### src/rtl/host_tx_scheduler_if.sv
// rtl/host_tx_scheduler_if.sv - request, packet-sender and status signals of the host transaction scheduler
interface host_tx_scheduler_if;
  logic       sofEnable;
  logic       transReq;
  logic [1:0] transType;
  logic [6:0] transAddr;
  logic [3:0] transEndP;
  logic       sendPacketRdy;
  logic       sendPacketWEn;
  logic [3:0] PID;
  logic [6:0] TxAddr;
  logic [3:0] TxEndP;
  logic       busy;
  logic       transDone;
  logic       sofSent;

  modport master (
    output sofEnable, transReq, transType, transAddr, transEndP, sendPacketRdy,
    input  sendPacketWEn, PID, TxAddr, TxEndP, busy, transDone, sofSent
  );

  modport slave (
    input  sofEnable, transReq, transType, transAddr, transEndP, sendPacketRdy,
    output sendPacketWEn, PID, TxAddr, TxEndP, busy, transDone, sofSent
  );
endinterface

### src/rtl/host_tx_scheduler.sv
// rtl/host_tx_scheduler.sv - USB host frame timer and SOF/token/data packet scheduler
module host_tx_scheduler #(
  parameter int SOF_PERIOD = 48000,
  parameter int SOF_GUARD  = 4096
) (
  input logic                clk,
  input logic                rst,
  host_tx_scheduler_if.slave bus
);
  localparam logic [15:0] LP_RELOAD  = 16'(SOF_PERIOD - 1);
  localparam logic [15:0] LP_GUARD   = 16'(SOF_GUARD);
  localparam logic [3:0]  PID_SOF    = 4'h5;
  localparam logic [3:0]  PID_SETUP  = 4'hD;
  localparam logic [3:0]  PID_OUT    = 4'h1;
  localparam logic [3:0]  PID_IN     = 4'h9;
  localparam logic [3:0]  PID_DATA0  = 4'h3;
  localparam logic [3:0]  PID_DATA1  = 4'hB;
  localparam logic [1:0]  TT_SETUP   = 2'd0;
  localparam logic [1:0]  TT_OUT1    = 2'd2;
  localparam logic [1:0]  TT_IN      = 2'd3;

  typedef enum logic [2:0] {IDLE, SOF_LO, SOF_HI, TOK_LO, TOK_HI, DAT_LO, DAT_HI} state_t;

  state_t      r_state, w_state_nxt;
  logic [15:0] r_timer;
  logic        r_sof_pending;
  logic        w_sof_take;
  logic        w_start_ok;
  logic [1:0]  r_type, w_type_nxt;
  logic        r_wen, w_wen_nxt;
  logic [3:0]  r_pid, w_pid_nxt;
  logic [6:0]  r_addr, w_addr_nxt;
  logic [3:0]  r_endp, w_endp_nxt;
  logic        r_busy, w_busy_nxt;
  logic        r_done, w_done_nxt;
  logic        r_sof_sent, w_sof_sent_nxt;

  // A transaction may only start if it cannot run into the next SOF slot.
  assign w_start_ok = !bus.sofEnable || (r_timer >= LP_GUARD);

  always_ff @(posedge clk) begin
    if (rst) begin
      r_timer       <= LP_RELOAD;
      r_sof_pending <= 1'b0;
    end else if (!bus.sofEnable) begin
      r_timer       <= LP_RELOAD;
      r_sof_pending <= 1'b0;
    end else if (r_timer == 16'd0) begin
      r_timer       <= LP_RELOAD;
      r_sof_pending <= 1'b1;
    end else begin
      r_timer <= r_timer - 16'd1;
      if (w_sof_take) begin
        r_sof_pending <= 1'b0;
      end
    end
  end

  always_ff @(posedge clk) begin
    if (rst) begin
      r_state    <= IDLE;
      r_type     <= 2'd0;
      r_wen      <= 1'b0;
      r_pid      <= 4'h0;
      r_addr     <= 7'h0;
      r_endp     <= 4'h0;
      r_busy     <= 1'b0;
      r_done     <= 1'b0;
      r_sof_sent <= 1'b0;
    end else begin
      r_state    <= w_state_nxt;
      r_type     <= w_type_nxt;
      r_wen      <= w_wen_nxt;
      r_pid      <= w_pid_nxt;
      r_addr     <= w_addr_nxt;
      r_endp     <= w_endp_nxt;
      r_busy     <= w_busy_nxt;
      r_done     <= w_done_nxt;
      r_sof_sent <= w_sof_sent_nxt;
    end
  end

  always_comb begin
    w_state_nxt    = r_state;
    w_type_nxt     = r_type;
    w_wen_nxt      = 1'b0;
    w_pid_nxt      = r_pid;
    w_addr_nxt     = r_addr;
    w_endp_nxt     = r_endp;
    w_busy_nxt     = r_busy;
    w_done_nxt     = 1'b0;
    w_sof_sent_nxt = 1'b0;
    w_sof_take     = 1'b0;
    unique case (r_state)
      IDLE: begin
        if (bus.sendPacketRdy && r_sof_pending) begin
          w_sof_take  = 1'b1;
          w_wen_nxt   = 1'b1;
          w_pid_nxt   = PID_SOF;
          w_state_nxt = SOF_LO;
        end else if (bus.sendPacketRdy && bus.transReq && w_start_ok) begin
          w_type_nxt  = bus.transType;
          w_addr_nxt  = bus.transAddr;
          w_endp_nxt  = bus.transEndP;
          w_busy_nxt  = 1'b1;
          w_wen_nxt   = 1'b1;
          w_state_nxt = TOK_LO;
          if (bus.transType == TT_SETUP) begin
            w_pid_nxt = PID_SETUP;
          end else if (bus.transType == TT_IN) begin
            w_pid_nxt = PID_IN;
          end else begin
            w_pid_nxt = PID_OUT;
          end
        end
      end
      SOF_LO: if (!bus.sendPacketRdy) w_state_nxt = SOF_HI;
      SOF_HI: begin
        if (bus.sendPacketRdy) begin
          w_sof_sent_nxt = 1'b1;
          w_state_nxt    = IDLE;
        end
      end
      TOK_LO: if (!bus.sendPacketRdy) w_state_nxt = TOK_HI;
      TOK_HI: begin
        if (bus.sendPacketRdy) begin
          if (r_type == TT_IN) begin
            w_done_nxt  = 1'b1;
            w_busy_nxt  = 1'b0;
            w_state_nxt = IDLE;
          end else begin
            w_wen_nxt   = 1'b1;
            w_pid_nxt   = (r_type == TT_OUT1) ? PID_DATA1 : PID_DATA0;
            w_state_nxt = DAT_LO;
          end
        end
      end
      DAT_LO: if (!bus.sendPacketRdy) w_state_nxt = DAT_HI;
      DAT_HI: begin
        if (bus.sendPacketRdy) begin
          w_done_nxt  = 1'b1;
          w_busy_nxt  = 1'b0;
          w_state_nxt = IDLE;
        end
      end
      default: w_state_nxt = IDLE;
    endcase
  end

  assign bus.sendPacketWEn = r_wen;
  assign bus.PID           = r_pid;
  assign bus.TxAddr        = r_addr;
  assign bus.TxEndP        = r_endp;
  assign bus.busy          = r_busy;
  assign bus.transDone     = r_done;
  assign bus.sofSent       = r_sof_sent;
endmodule

### src/flat_wrapper.sv
// flat-port wrapper written by rule: the top's interface ports become plain ports
module host_tx_scheduler_flat 
#(
  parameter int SOF_PERIOD = 48000,
  parameter int SOF_GUARD  = 4096
)
  (clk, rst, bus_sofEnable, bus_transReq, bus_transType, bus_transAddr, bus_transEndP, bus_sendPacketRdy, bus_sendPacketWEn, bus_PID, bus_TxAddr, bus_TxEndP, bus_busy, bus_transDone, bus_sofSent);
  host_tx_scheduler_if bus_i ();
  input logic clk;
  input logic rst;
  input wire logic [$bits(bus_i.sofEnable)-1:0] bus_sofEnable;
  input wire logic [$bits(bus_i.transReq)-1:0] bus_transReq;
  input wire logic [$bits(bus_i.transType)-1:0] bus_transType;
  input wire logic [$bits(bus_i.transAddr)-1:0] bus_transAddr;
  input wire logic [$bits(bus_i.transEndP)-1:0] bus_transEndP;
  input wire logic [$bits(bus_i.sendPacketRdy)-1:0] bus_sendPacketRdy;
  output wire logic [$bits(bus_i.sendPacketWEn)-1:0] bus_sendPacketWEn;
  output wire logic [$bits(bus_i.PID)-1:0] bus_PID;
  output wire logic [$bits(bus_i.TxAddr)-1:0] bus_TxAddr;
  output wire logic [$bits(bus_i.TxEndP)-1:0] bus_TxEndP;
  output wire logic [$bits(bus_i.busy)-1:0] bus_busy;
  output wire logic [$bits(bus_i.transDone)-1:0] bus_transDone;
  output wire logic [$bits(bus_i.sofSent)-1:0] bus_sofSent;
  assign bus_i.sofEnable = bus_sofEnable;
  assign bus_i.transReq = bus_transReq;
  assign bus_i.transType = bus_transType;
  assign bus_i.transAddr = bus_transAddr;
  assign bus_i.transEndP = bus_transEndP;
  assign bus_i.sendPacketRdy = bus_sendPacketRdy;
  assign bus_sendPacketWEn = bus_i.sendPacketWEn;
  assign bus_PID = bus_i.PID;
  assign bus_TxAddr = bus_i.TxAddr;
  assign bus_TxEndP = bus_i.TxEndP;
  assign bus_busy = bus_i.busy;
  assign bus_transDone = bus_i.transDone;
  assign bus_sofSent = bus_i.sofSent;
  host_tx_scheduler #(.SOF_PERIOD(SOF_PERIOD), .SOF_GUARD(SOF_GUARD)) u_core (.clk(clk), .rst(rst), .bus(bus_i));
endmodule
### config.mk
export PLATFORM = sky130hd
export DESIGN_NAME = host_tx_scheduler_flat
export DESIGN_NICKNAME = d
export VERILOG_FILES = /design/src/rtl/host_tx_scheduler_if.sv /design/src/rtl/host_tx_scheduler.sv /design/src/flat_wrapper.sv
export SDC_FILE = /design/constraint.sdc
export NUM_CORES = 1
export LEC_CHECK = 0
export ABC_CLOCK_PERIOD_IN_PS = 2200
export CORE_UTILIZATION = 30
export CTS_BUF_LIST = sky130_fd_sc_hd__clkbuf_8
export CTS_CLUSTER_SIZE = 10
export DETAILED_ROUTE_END_ITERATION = 8
export PLACE_DENSITY = 0.63
export SLEW_MARGIN = 5
export SYNTH_ARGS = -nofsm -noshare
export SYNTH_HDL_FRONTEND = slang
export SYNTH_SLANG_ARGS = --single-unit
### constraint.sdc
create_clock -name clk -period 2.2 [get_ports clk]
set_clock_uncertainty 0.1 [all_clocks]
set_input_delay 0.44 -clock clk [delete_from_list [all_inputs] [get_ports clk]]
set_output_delay 0.44 -clock clk [all_outputs]
set_load 0.02 [all_outputs]
# Word level (Yosys, flattened, before mapping)
# Cells that the tools add are included.
[word_totals]
register_bits = 41
inputBits = 18
out_inout_bits = 19
wordCells = 91
[op_classes]
n_addsub = 1
n_lt_le_gt_ge = 1
eq_ne = 20
mux = 36
n_bitwise = 3
n_reduce_logical = 19
[ops]
columns = ["operator", "n"]
rows = [
  ["$mux 4", 7],
  ["$mux 3", 8],
  ["$pmux 3 s6", 1],
  ["$ge 16x13->1 const B", 1],
  ["$logic_not 16->1", 1],
  ["$mux 1", 16],
  ["$sub 16x1->16 const B", 1],
  ["$ne 2x2->1 const B", 7],
  ["$reduce_and 6->1", 2],
  ["$eq 3x3->1 const B", 3],
  ["$pmux 4 s2", 1],
  ["$eq 2x2->1 const B", 3],
  ["$eq 3x2->1 const B", 2],
  ["$ne 2x1->1 const B", 3],
  ["$reduce_or 2->1", 3],
  ["$pmux 1 s2", 2],
  ["$reduce_and 4->1", 1],
  ["$reduce_bool 2->1", 2],
  ["$eq 3x1->1 const B", 1],
  ["$logic_and 1x1->1", 3],
  ["$logic_not 3->1", 1],
  ["$ne 3x1->1 const B", 1],
  ["$not 1->1", 3],
  ["$pmux 1 s3", 1],
  ["other kinds (6)", 6],
]

# Logic depth before layout (Yosys ltp)
[depth]
depth_word = 6
ltp_mapped = 7
ltp_nobuf = 6

# Worst setup path before layout
# No wires, ideal clock.
[synth_path]
kind = "reg2reg"
from = "register u_core.r_state[1]"
to = "register u_core.r_addr[0], in the netlist u_core.bus.TxAddr[0]"
setup_time_ps = 128
arrival_time_ps = 1858
required_ps = 1972
setup_slack_ps = 114
path_stages_with_launch = 7
path_buffers = 2
synth_period_minus_slack_ps = 2086
path_cell_list = "dfxtp_1 > buf_6 > or4b_4 > a2111oi_4 > buf_6 > mux2i_1 > nor2_1"
[synth_between]
elab_chain_len = 2
[synth_rtl]
columns = ["item", "line", "text"]
rows = [
  ["start, declared", "host_tx_scheduler.sv:24", "state_t r_state, w_state_nxt;"],
  ["start signal, assigned", "host_tx_scheduler.sv:71", "r_state <= w_state_nxt;"],
  ["$logic_not 3->1", "host_tx_scheduler.sv:94", "unique case (r_state)"],
  ["$reduce_and 3->1 (no line)", "--", ""],
  ["end signal, assigned", "host_tx_scheduler.sv:75", "r_addr <= w_addr_nxt;"],
  ["end, declared", "host_tx_scheduler.sv:32", "logic [6:0] r_addr, w_addr_nxt;"],
]
# Every way passes these cells.
# A chain may end at the register's enable or synchronous reset.

# Final worst setup path
[layout_path]
from = "register u_core.r_state[2]"
to = "register u_core.r_addr[2], in the netlist u_core.bus.TxAddr[2]"
# The elaborated chain is that of the path after synthesis.

==> flow_metrics.tcl <==
set metrics [dict create \
    ys_types 41 \
    crit_arrival_ps 2000 \
    drt-initial-drc-count 98 \
    portBuffers 36 \
    cp-end-kind "flip-flop" \
    vias 1475 \
    antenna_found_initial 0 \
    cts_root_buf "clkbuf_8" \
    synth-main-ff-cell "dfxtp_1" \
    crit_type "reg2reg" \
    cts_tree "yes" \
    drt_wl_total_um 3690 \
    die_h_um 79.2 \
    postSynth.asyncResetShare_pct 0 \
    synthToLayoutAreaGrowth_pct 37.6 \
    holdPathStages 1 \
    ctsHtreeMaxLevel 2 \
    hold_violations 0 \
    dpl-instance-area_um2 2300 \
    grt.overflow.total 0 \
    path_cells "or4b_4, a2111oi_4, buf_4, clkbuf_16, mux2i_1, nor2_1" \
    yosys-top-cells-area "dfxtp_1 46%, mux2i_1 8.4%, nor2_1 4.8%" \
    syn_inst 187 \
    p_per_area_nw_per_um2 681 \
    via_per_inst 4.77 \
    drive_gt1_share_pct 13.5 \
    insertion_delay_ps 300 \
    fin_total_pwr_mw 1.67 \
    slowest_delay_ps 550 \
    ff_latch_area_um2 821 \
    diodes 0 \
    cap_violations 0 \
    p_leak_nw 0.901 \
    finish.utilization_pct 43.8 \
    relSlewSlack_pct 64.6 \
    crit_cells 6 \
    hold_buffers 0 \
    path_clk_slew_ps 80 \
    dpl.hpwl_um 2510 \
    synth.cells.most_frequent "41 x dfxtp_1, 23 x nor2_1, 16 x nand2_1, 15 x mux2i_1, 10 x a21oi_1" \
    critPathBufInv 2 \
    fmax_ghz 0.521 \
    syn_area_per_cell_um2 9.55 \
    hold_path.class "reg2reg" \
    cts.sinks 41 \
    firstDrtPassIters 4 \
    yosysMostFrequentCell "dfxtp_1" \
    fin_crit_sh_pct 87.2 \
    required_ps 2280 \
    cts_max_path_buffers 2 \
    final_antenna_net_count 0 \
    start_util_pct 31.9 \
    core_um2 5610 \
    multiInputGateArea_um2 892 \
    cp_slowest_cell "or4b_4" \
    vdd_drop_max_uv 383 \
    syn_area_um2 1790 \
    cp_top_family "simple AND/OR/NAND/NOR gates" \
    grt_pass1_vias 1365 \
    grt_pass1_wl_um 6160 \
    synth_top_area_share_pct 45.9 \
    ys_ff_latch 41 \
    yosysTopAreaCell "dfxtp_1" \
    dieWidth_um 79.2 \
    ios 37 \
    grt_max_degree 28 \
    place.gp.congestion 0.746 \
    cts_buffers 5 \
    synth_nets 208 \
    outcome "finished, final reports clean" \
    rows 27 \
    setup_viol 0 \
    nFillCells 565 \
    worst_pin_slew_ps 531 \
    setup_ws_ps 282 \
    nNetsFinal 257 \
    fin_area_um2 2460 \
    place_ws_ps -302 \
    wl_per_cell_um 11.9 \
    synth_edf_count 0 \
    grt.total_usage_pct 12.5 \
    finalCriticalPeriod_ps 1920 \
    die_area_um2 6270 \
    hold-worst-slack_ps 337 \
    yosysWarningCount 0 \
    maxSlewViolCount 0 \
    r2r_cells 6 \
    path_max_fanout 7 \
    synth-seq-area-share_pct 45.9 \
    rsz0062_at_grt "false" \
    drc_errors 0 \
    startpoint_type "flip-flop" \
]
[report_power, final]
part	switching [mW]	total, mW	internal [mW]
clock network	0.265	0.633	0.369
registers	0.0168	0.787	0.770
logic	0.113	0.253	0.140
[kinds of logic after synthesis]
family	count (synthesis)	synth area share, %
mux	17	9.66
xor+xnor	11	5.39
simple gates	76	23.2
compound gates	23	9.45
flops	41	45.9
fa+ha+maj	3	2.10
buf+inv	16	4.27
[per-layer routing]
layer / global-route usage [%] / wire length (um)
met1: 15.5 / 1770
met2: 20.4 / 1730
met3: 3.10 / 121
met4: 5.45 / 59
met5: 0 / 0
[stage by stage]
stage                     TNS (ps)  cells
final                            0    309
after global routing             0    309
after CTS                        0    307
after detailed placement     -3970    299
after global placement       -3780    299
after floorplan                  0    187
[path summary, 6_finish.rpt]
kind                                        from                           endpoint  slack, ps
setup reg to reg  u_core.r_state[2]$_SDFFE_PP0P_  u_core.bus.TxAddr[2]$_SDFFE_PP0P_        280
hold reg to reg     u_core.r_timer[0]$_SDFF_PP1_       u_core.r_timer[0]$_SDFF_PP1_        340
setup / recovery  u_core.r_state[2]$_SDFFE_PP0P_  u_core.bus.TxAddr[2]$_SDFFE_PP0P_        280
hold / removal      u_core.r_timer[0]$_SDFF_PP1_       u_core.r_timer[0]$_SDFF_PP1_        340
[cell type report]
type                       count  area share, %
clock buffer                   6           3.36
clock inverter                 2           1.53
inverter                       6          0.916
multi-input combinational    130           36.3
sequential                    41           33.4
tap                           72           3.66
timing repair buffer          52           20.9
[layout by cell type, fill, tap and decap left out, types with 2 or more instances in the layout]
cell,count
xnor2_1,3
dfxtp_1,41
o21ai_0,3
nor3b_1,4
nor4_1,3
nor4b_1,2
buf_4,14
nand2_1,16
nand3_1,5
clkbuf_8,6
a21oi_1,10
ha_1,3
clkdlybuf4s50_1,35
xor2_1,8
nand4b_1,2
o31ai_1,2
or4_1,2
inv_1,6
nor3_1,4
nor2_1,22
mux2_2,2
nor2b_1,2
nand3b_1,2
mux2i_1,15
nand2b_1,3
[registers in the layout, indices dropped and copies added, names as in the netlist]
signal and count:
u_core.r_timer 16, u_core.bus.TxAddr 7, u_core.bus.PID 4, u_core.bus.TxEndP 4, u_core.r_state 3, u_core.r_type 2
u_core.bus.busy 1, u_core.bus.sendPacketWEn 1, u_core.bus.sofSent 1, u_core.bus.transDone 1, u_core.r_sof_pending 1
[what timing repair did]
| action | in CTS | in global routing |
|---|---|---|
| setup buffers | 0 | 1 |
| setup endpoints to repair | 0 | 23 |
| resized for setup | 0 | 2 |
(Power assumes the default switching activity.)
